==> src/rtl/convergence_feeder.sv <==
// Feeds one pass of new centroids to the convergence check block, waits for its
// verdict, then commits the buffer as the previous-pass centroids.
module convergence_feeder #(
  parameter int dataWidth      = 91,
  parameter int centroid_num   = 8,
  parameter int timeout_cycles = 16
) (
  input  logic                 clk,
  input  logic                 rst,
  input  logic                 start,
  input  logic [dataWidth-1:0] thresh_in,
  input  logic                 new_cent_wr,
  input  logic [2:0]           new_cent_idx,
  input  logic [dataWidth-1:0] new_cent_data,
  input  logic                 has_converged,
  input  logic                 converge_res_available,
  output logic                 convergence_reg_en,
  output logic                 convergence_regs_reset,
  output logic [dataWidth-1:0] new_centroid_in,
  output logic [2:0]           cent_num,
  output logic [dataWidth-1:0] thresh_hold,
  output logic [dataWidth-1:0] old_centroid_reg_1,
  output logic [dataWidth-1:0] old_centroid_reg_2,
  output logic [dataWidth-1:0] old_centroid_reg_3,
  output logic [dataWidth-1:0] old_centroid_reg_4,
  output logic [dataWidth-1:0] old_centroid_reg_5,
  output logic [dataWidth-1:0] old_centroid_reg_6,
  output logic [dataWidth-1:0] old_centroid_reg_7,
  output logic [dataWidth-1:0] old_centroid_reg_8,
  output logic                 busy,
  output logic                 done,
  output logic                 converged,
  output logic                 error
);

  localparam int WCW = $clog2(timeout_cycles + 1);

  typedef enum logic [2:0] {
    S_IDLE, S_STREAM, S_WAIT, S_UPDATE, S_CLEAR, S_DONE
  } state_t;

  state_t state, state_nx;
  logic [2:0]     cnt;
  logic [WCW-1:0] wait_cnt;
  logic           timeout;
  logic [centroid_num-1:0][dataWidth-1:0] buf_q;
  logic [centroid_num-1:0][dataWidth-1:0] old_q;

  assign timeout = (state == S_WAIT) && !converge_res_available &&
                   (wait_cnt == WCW'(timeout_cycles - 1));

  always_ff @(posedge clk or posedge rst) begin
    if (rst) state <= S_IDLE;
    else     state <= state_nx;
  end

  always_comb begin
    state_nx = state;
    case (state)
      S_IDLE:   if (start) state_nx = S_STREAM;
      S_STREAM: if (cnt == 3'(centroid_num - 1)) state_nx = S_WAIT;
      S_WAIT: begin
        if (converge_res_available) state_nx = S_UPDATE;
        else if (timeout)           state_nx = S_CLEAR;
      end
      S_UPDATE: state_nx = S_CLEAR;
      S_CLEAR:  state_nx = S_DONE;
      S_DONE:   state_nx = S_IDLE;
      default:  state_nx = S_IDLE;
    endcase
  end

  // All outputs decode from state/counter/registers; no input reaches them directly.
  assign busy                   = (state != S_IDLE);
  assign done                   = (state == S_DONE);
  assign convergence_reg_en     = (state == S_STREAM);
  assign convergence_regs_reset = (state != S_CLEAR);
  assign cent_num               = (state == S_STREAM) ? cnt : 3'd0;
  assign new_centroid_in        = (state == S_STREAM) ? buf_q[cnt] : '0;

  always_ff @(posedge clk or posedge rst) begin
    if (rst) begin
      cnt         <= '0;
      wait_cnt    <= '0;
      thresh_hold <= '0;
      converged   <= 1'b0;
      error       <= 1'b0;
    end else begin
      cnt      <= (state == S_STREAM) ? cnt + 3'd1 : 3'd0;
      wait_cnt <= (state == S_WAIT) ? wait_cnt + WCW'(1) : '0;
      if (state == S_IDLE && start) thresh_hold <= thresh_in;
      if (state == S_WAIT && converge_res_available) converged <= has_converged;
      else if (timeout)                              converged <= 1'b0;
      // A start accepted from IDLE clears the sticky flag; writes in that cycle are legal.
      if (state == S_IDLE && start)                         error <= 1'b0;
      else if ((new_cent_wr && state != S_IDLE) || timeout) error <= 1'b1;
    end
  end

  genvar k;
  generate
    for (k = 0; k < centroid_num; k++) begin : g_ent
      always_ff @(posedge clk or posedge rst) begin
        if (rst) begin
          buf_q[k] <= '0;
          old_q[k] <= '0;
        end else begin
          if (state == S_IDLE && new_cent_wr && new_cent_idx == 3'(k))
            buf_q[k] <= new_cent_data;
          if (state == S_UPDATE) old_q[k] <= buf_q[k];
        end
      end
    end
  endgenerate

  assign old_centroid_reg_1 = old_q[0];
  assign old_centroid_reg_2 = old_q[1];
  assign old_centroid_reg_3 = old_q[2];
  assign old_centroid_reg_4 = old_q[3];
  assign old_centroid_reg_5 = old_q[4];
  assign old_centroid_reg_6 = old_q[5];
  assign old_centroid_reg_7 = old_q[6];
  assign old_centroid_reg_8 = old_q[7];

endmodule

==> config.mk <==
export PLATFORM = sky130hd
export DESIGN_NAME = convergence_feeder
export DESIGN_NICKNAME = d
export VERILOG_FILES = /design/src/rtl/convergence_feeder.sv
export SDC_FILE = /design/constraint.sdc
export NUM_CORES = 2
export LEC_CHECK = 0
export CAP_MARGIN = 20
export CORE_AREA = 5 5 434 436
export CTS_BUF_LIST = sky130_fd_sc_hd__clkbuf_8
export DETAILED_ROUTE_END_ITERATION = 8
export DIE_AREA = 0 0 439 441
export PLACE_DENSITY = 0.69
export SYNTH_ARGS = -nofsm -noshare
export SYNTH_HDL_FRONTEND = slang
export SYNTH_SLANG_ARGS = --single-unit
export TNS_END_PERCENT = 1
==> constraint.sdc <==
create_clock -name clk -period 52.6 [get_ports clk]
set_clock_uncertainty 0.15 [all_clocks]
set_input_delay 5.26 -clock clk [delete_from_list [all_inputs] [get_ports clk]]
set_output_delay 5.26 -clock clk [all_outputs]
set_load 0.01 [all_outputs]
## Word-level counts from Yosys, hierarchy flattened

Index checks and enable logic that the tools add are counted.

- Flip-flop bits (word level): 1560
- Memory bits (writable): 0
- Latch bits: 0
- Memory bits (read-only): 0
- Memories kept: 0
- Word-level logic and storage cells: 80
- Bits of input ports: 191
- Output and inout bits: 919

- $lt $le $gt $ge: 1
- Add/subtract/negate cells: 2
- Shifts and indexed selects: 0
- Div/mod/pow operators: 0
- Multipliers: 0
- Bitwise gates (word level): 0
- Equality and inequality tests: 18
- Reduce and logical (&&, ||, !) cells: 22
- Multiplexer cells: 15

Operators with widths:

| cell | number |
|---|---|
| 91-bit binary-select mux with 3-bit select | 1 |
| 91-bit two-way mux | 2 |
| 3-bit == test, second input constant | 7 |
| 3-bit two-way mux | 6 |
| 3-bit case mux with 5 select lines | 1 |
| 1-bit logical AND | 14 |
| 3-bit by 2-bit == test with 1-bit output, second input constant | 4 |
| 3-bit by 1-bit == test with 1-bit output, second input constant | 2 |
| 3-bit zero test | 2 |
| 3-bit != test, second input constant | 2 |
| 5-bit by 1-bit adder with 5-bit output, second input constant | 1 |
| 5-bit by 4-bit == test with 1-bit output, second input constant | 1 |
| 5-bit two-way mux | 1 |
| 3-bit by 4-bit less-than comparator with 1-bit output, second input constant | 1 |
| 1-bit two-way mux | 4 |
| 2-bit nonzero test | 2 |
| 3-bit by 1-bit adder with 3-bit output, second input constant | 1 |
| 3-bit AND reduction | 1 |
| 3-bit nonzero test | 1 |
| 2-bit by 1-bit != test with 1-bit output, second input constant | 1 |
| 2-bit != test, second input constant | 1 |
| 1-bit zero test | 1 |
| 1-bit logical OR | 1 |

## Logic depth before layout (Yosys ltp)

- Word-level depth: 6
- Mapped depth: 6

## Worst setup path after synthesis

No wires, ideal clock.

- Kind: register to output
- Start point: reg cnt[0]
- End point: out new_centroid_in[23]
- Slack: 45087 ps
- Cell stages (with the launch flop): 6
- Required time: 47190 ps
- Data arrival time: 2103 ps
- Path buffers: 3
- Cell sequence: dfrtp_1 > clkbuf_1 > clkbuf_1 > buf_1 > mux4_2 > a22o_1

- Longest elaborated chain between the ends: 3

RTL lines:

| item | RTL line | RTL |
|---|---|---|
| start: declaration | 43 | `logic [2:0] cnt;` |
| start signal: assignment | 89 | `cnt <= (state == S_STREAM) ? cnt + 3'd1 : 3'd0;` |
| 91-bit binary-select mux with 3-bit select | 79 | `assign new_centroid_in = (state == S_STREAM) ? buf_q[cnt] : '0;` |
| 91-bit two-way mux (not written as such) | 79 |  |
| 91-bit two-way mux | 79 |  |
| end: declaration | 19 | `output logic [dataWidth-1:0] new_centroid_in,` |

Every way passes these cells. The select of a mux whose other input is x is not followed.

## Final worst setup path

- Start point: reg state[0]
- End point: out new_centroid_in[67]

- Longest elaborated chain between the ends: 2

RTL lines:

| item | RTL line | RTL |
|---|---|---|
| start: declaration | 42 | `state_t state, state_nx;` |
| start signal: assignment | 54 | `else state <= state_nx;` |
| 3-bit by 1-bit == test with 1-bit output | 79 |  |
| 91-bit two-way mux | 79 |  |

Every way passes these cells.

==> impl_metrics.sql <==
INSERT INTO impl_metrics (metric_group, metric, value, unit) VALUES
('layout', 'nets', '5102', ''),
('detailed_routing', 'vias_after_detailed_routing', '38500', ''),
('sta', 'max_freq', '95.8', 'MHz'),
('floorplanning', 'core_ar', '184000', 'sq um'),
('critical_path', 'critPathMostFrequentCell', 'buf_4', ''),
('detailed_routing', 'wl_per_cell', '27.3', 'microns'),
('critical_path', 'cells_on_worst_reg2reg_path', '6', ''),
('critical_path', 'timing.critical_path.cells', 'nor3b_2, nor2b_4, buf_4, buf_4, a22o_1, clkdlybuf4s50_1', ''),
('power', 'powerDensity', '57.2', 'nW/um^2'),
('hold_path', 'hp-class', 'flop to flop', ''),
('synthesis', 'yosys.cell_count.top_type', 'dfrtp_1', ''),
('synthesis', 'synth_top_area_share', '62.2', '%'),
('sta', 'finalSetupViolCount', '0', ''),
('hold_path', 'worstHoldPathCells', '1', ''),
('critical_path', 'timing.critical_path.from_type', 'flop', ''),
('cts', 'postCtsHoldBufs', '0', ''),
('detailed_routing', 'ant_nets', '0', ''),
('critical_path', 'r2r_setup_slack', '47.80', 'ns'),
('sta', 'hold_violations', '0', ''),
('cts', 'worst_setup_hold_path_clk_slew', '0.06', 'ns'),
('global_route', 'grt_pass1_vias', '41700', ''),
('cts', 'number_of_clock_buffers_inserted_by_tritoncts', '292', ''),
('power', 'worst_ir_drop_vdd', '0.0365', 'mV'),
('synthesis', 'fraction_of_synthesized_cell_area_in_xor_and_xnor_cells', '0.0279', '%'),
('synthesis', 'synth_fp_nets', '3870', ''),
('floorplanning', 'die_w', '439', 'microns'),
('sta', 'rsz0062_at_grt', 'false', ''),
('global_route', 'overflow', '0', ''),
('synthesis', 'synth_top_flop_cell', 'dfrtp_1', ''),
('cts', 'tritoncts', 'built', ''),
('floorplanning', 'fp.dieArea', '194000', 'sq um'),
('cts', 'cts_root_buf', 'clkbuf_8', ''),
('detailed_routing', 'detail_route.drc_violations', '0', ''),
('synthesis', 'synth.ff_latch_count', '1560', ''),
('critical_path', 'timing.critical_path.max_delay_family', 'buffers and inverters', ''),
('placement', 'port_buffer_count', '1109', ''),
('synthesis', 'main_combinational_cell_family_by_area_after_synthesis', 'multiplexers', ''),
('detailed_routing', 'drt-vias-per-instance', '5.08', ''),
('critical_path', 'critPathArrivalTime', '5.03', 'ns'),
('cts', 'cts-resized-gates', '0', ''),
('layout', 'layout-drive-gt1-share', '40.8', '%'),
('synthesis', 'synth_async_sr_flop_share', '100', '%'),
('synthesis', 'synth.area.top_cells', 'dfrtp_1 (62%), mux2_2 (25%), mux4_2 (6.5%), mux2_1 (2.5%), a22o_1 (1.3%)', ''),
('critical_path', 'cp_buf_inv_count', '3', ''),
('cts', 'clock-sinks', '1560', ''),
('status', 'status', 'complete, no violations', ''),
('synthesis', 'synth-edff-count', '0', ''),
('critical_path', 'critPathSlowestCell', 'buf_4', ''),
('floorplanning', 'floorplan.initialDensity', '34.1', '%'),
('hold_path', 'holdCritStartpoint', 'wait_cnt[0]$_DFF_PP0_', ''),
('cts', 'cts-htree-levels', '5', ''),
('detailed_routing', 'detailedRoute.firstIterationViolations', '1837', ''),
('detailed_routing', 'drt_pass1_iterations', '5', ''),
('synthesis', 'synth_fa_ha_area_share', '0.0798', '%'),
('synthesis', 'synthDistinctLibCells', '35', ''),
('sta', 'finalHoldWorstSlack', '0.312', 'ns'),
('cts', 'clock_path_buffers', '4', ''),
('critical_path', 'criticalPathCategory', 'flop to output pin', ''),
('cts', 'clock_insertion_delay_worst_skew', '1.00', 'ns'),
('critical_path', 'critical-path-max-stage-delay', '0.81', 'ns'),
('synthesis', 'synth-compound-area-share', '1.35', '%'),
('sta', 'drv_slew', '0', ''),
('sta', 'tightest_slew', '1.17', 'ns'),
('floorplanning', 'placementRows', '158', ''),
('critical_path', 'cp_max_fo', '48', ''),
('synthesis', 'synthesis.area', '62800', 'sq um'),
('synthesis', 'synth_simple_gate_area_share', '0.419', '%'),
('hold_path', 'timing.hold.worst_endpoint', 'wait_cnt[0]$_DFF_PP0_', ''),
('synthesis', 'yosysTopAreaCell', 'dfrtp_1', ''),
('sta', 'timing.max_slew.rel_slack', '21.7', '%'),
('synthesis', 'post_synth.cell_area_avg', '17.1', 'sq um');
[per-layer routing]
| metal | global-route usage [%] | vias up | routed length, microns |
|---|---|---|---|
| li1 | - | 16000 | - |
| met1 | 24.1 | 20700 | 78400 |
| met2 | 35.9 | 1336 | 104000 |
| met3 | 5.59 | 378 | 12900 |
| met4 | 10.5 | 4 | 11400 |
| met5 | 0 | - | 25 |
[cell usage in the layout (no fill, tap or decap), types with 2 or more instances in the layout]
master,n
nor2b_1,4
nand2_1,3
clkinvlp_4,11
bufinv_16,6
and2_1,5
or4b_4,2
buf_16,3
buf_4,57
nand2b_1,2
dfrtp_4,2
nand3_1,2
o21ai_0,4
mux2_2,1408
ha_1,4
mux4_2,182
diode_2,10
clkbuf_8,358
a22o_1,91
nor2_4,2
mux2_1,139
dfrtp_1,1558
clkinv_2,31
nand3b_1,2
inv_1,71
clkdlybuf4s50_1,1109
nor2_1,8
buf_12,3
[cell type report]
| class | instances | area, sq um |
|---|---|---|
| fillers | 16500 | 102000 |
| clock buffers | 358 | 4930 |
| flip-flops and latches | 1560 | 39000 |
| multi-input cells | 1878 | 22800 |
| diodes | 10 | 25.0 |
| inverters | 3 | 18.8 |
| clock inverters | 118 | 686 |
| repair buffers | 1172 | 11700 |
| well taps | 2480 | 3100 |
[report_power, final]
group / leakage (nW) / switching, mW / total (mW) / internal [mW]
sequential: 20.3 / 0.331 / 1.95 / 1.62
combinational: 14.0 / 0.674 / 1.61 / 0.932
clock: 3.15 / 0.511 / 1.15 / 0.639
total: 37.4 / 1.52 / 4.70 / 3.19
[worst max path at each step]
stage | endpoint | from | depth (start not counted)
finish | new_centroid_in[67] | state[0]$_DFFE_PP0P_ | 6
global route | new_centroid_in[67] | state[0]$_DFFE_PP0P_ | 6
CTS | new_centroid_in[67] | state[0]$_DFFE_PP0P_ | 6
detailed placement | thresh_hold[56]$_DFFE_PP0P_ | rst | 6
global placement | buf_q[492]$_DFFE_PP0P_ | rst | 6
floorplan | buf_q[0]$_DFFE_PP0P_ | rst | 1
[metrics by stage]
step,utilization [%],cell area (sq um),std cells,setup WS [ns],power [mW]
global placement,41.5,76500,7090,42.28,3.55
detailed placement,41.5,76500,7090,42.21,3.59
floorplan,-,62800,3675,3.18,2.72
CTS,44.6,82100,7566,41.89,4.76
finish,44.6,82200,7579,42.16,4.70
global route,44.6,82200,7578,41.84,4.93
[cells by family (layout without fill, tap and decap cells)]
logic type,count (synthesis),count (layout)
buffers and inverters,237,1651
AO/OA/AOI/OAI,99,99
flip-flops,1560,1560
adder cells (fa/ha/maj),4,4
XOR/XNOR,2,2
AND/OR/NAND/NOR,44,44
other,0,10
multiplexers,1729,1729
[state kept, by name, indices dropped and copies added, names as in the netlist, 3 cells and up]
name and flops:
thresh_hold 91, old_centroid_reg_7 91, old_centroid_reg_2 91, old_centroid_reg_4 91, old_centroid_reg_8 91, cnt 3
buf_q 728, old_centroid_reg_1 91, old_centroid_reg_3 91, old_centroid_reg_5 91, state 3, old_centroid_reg_6 91
wait_cnt 5
Power figures use the tool's default switching activity.
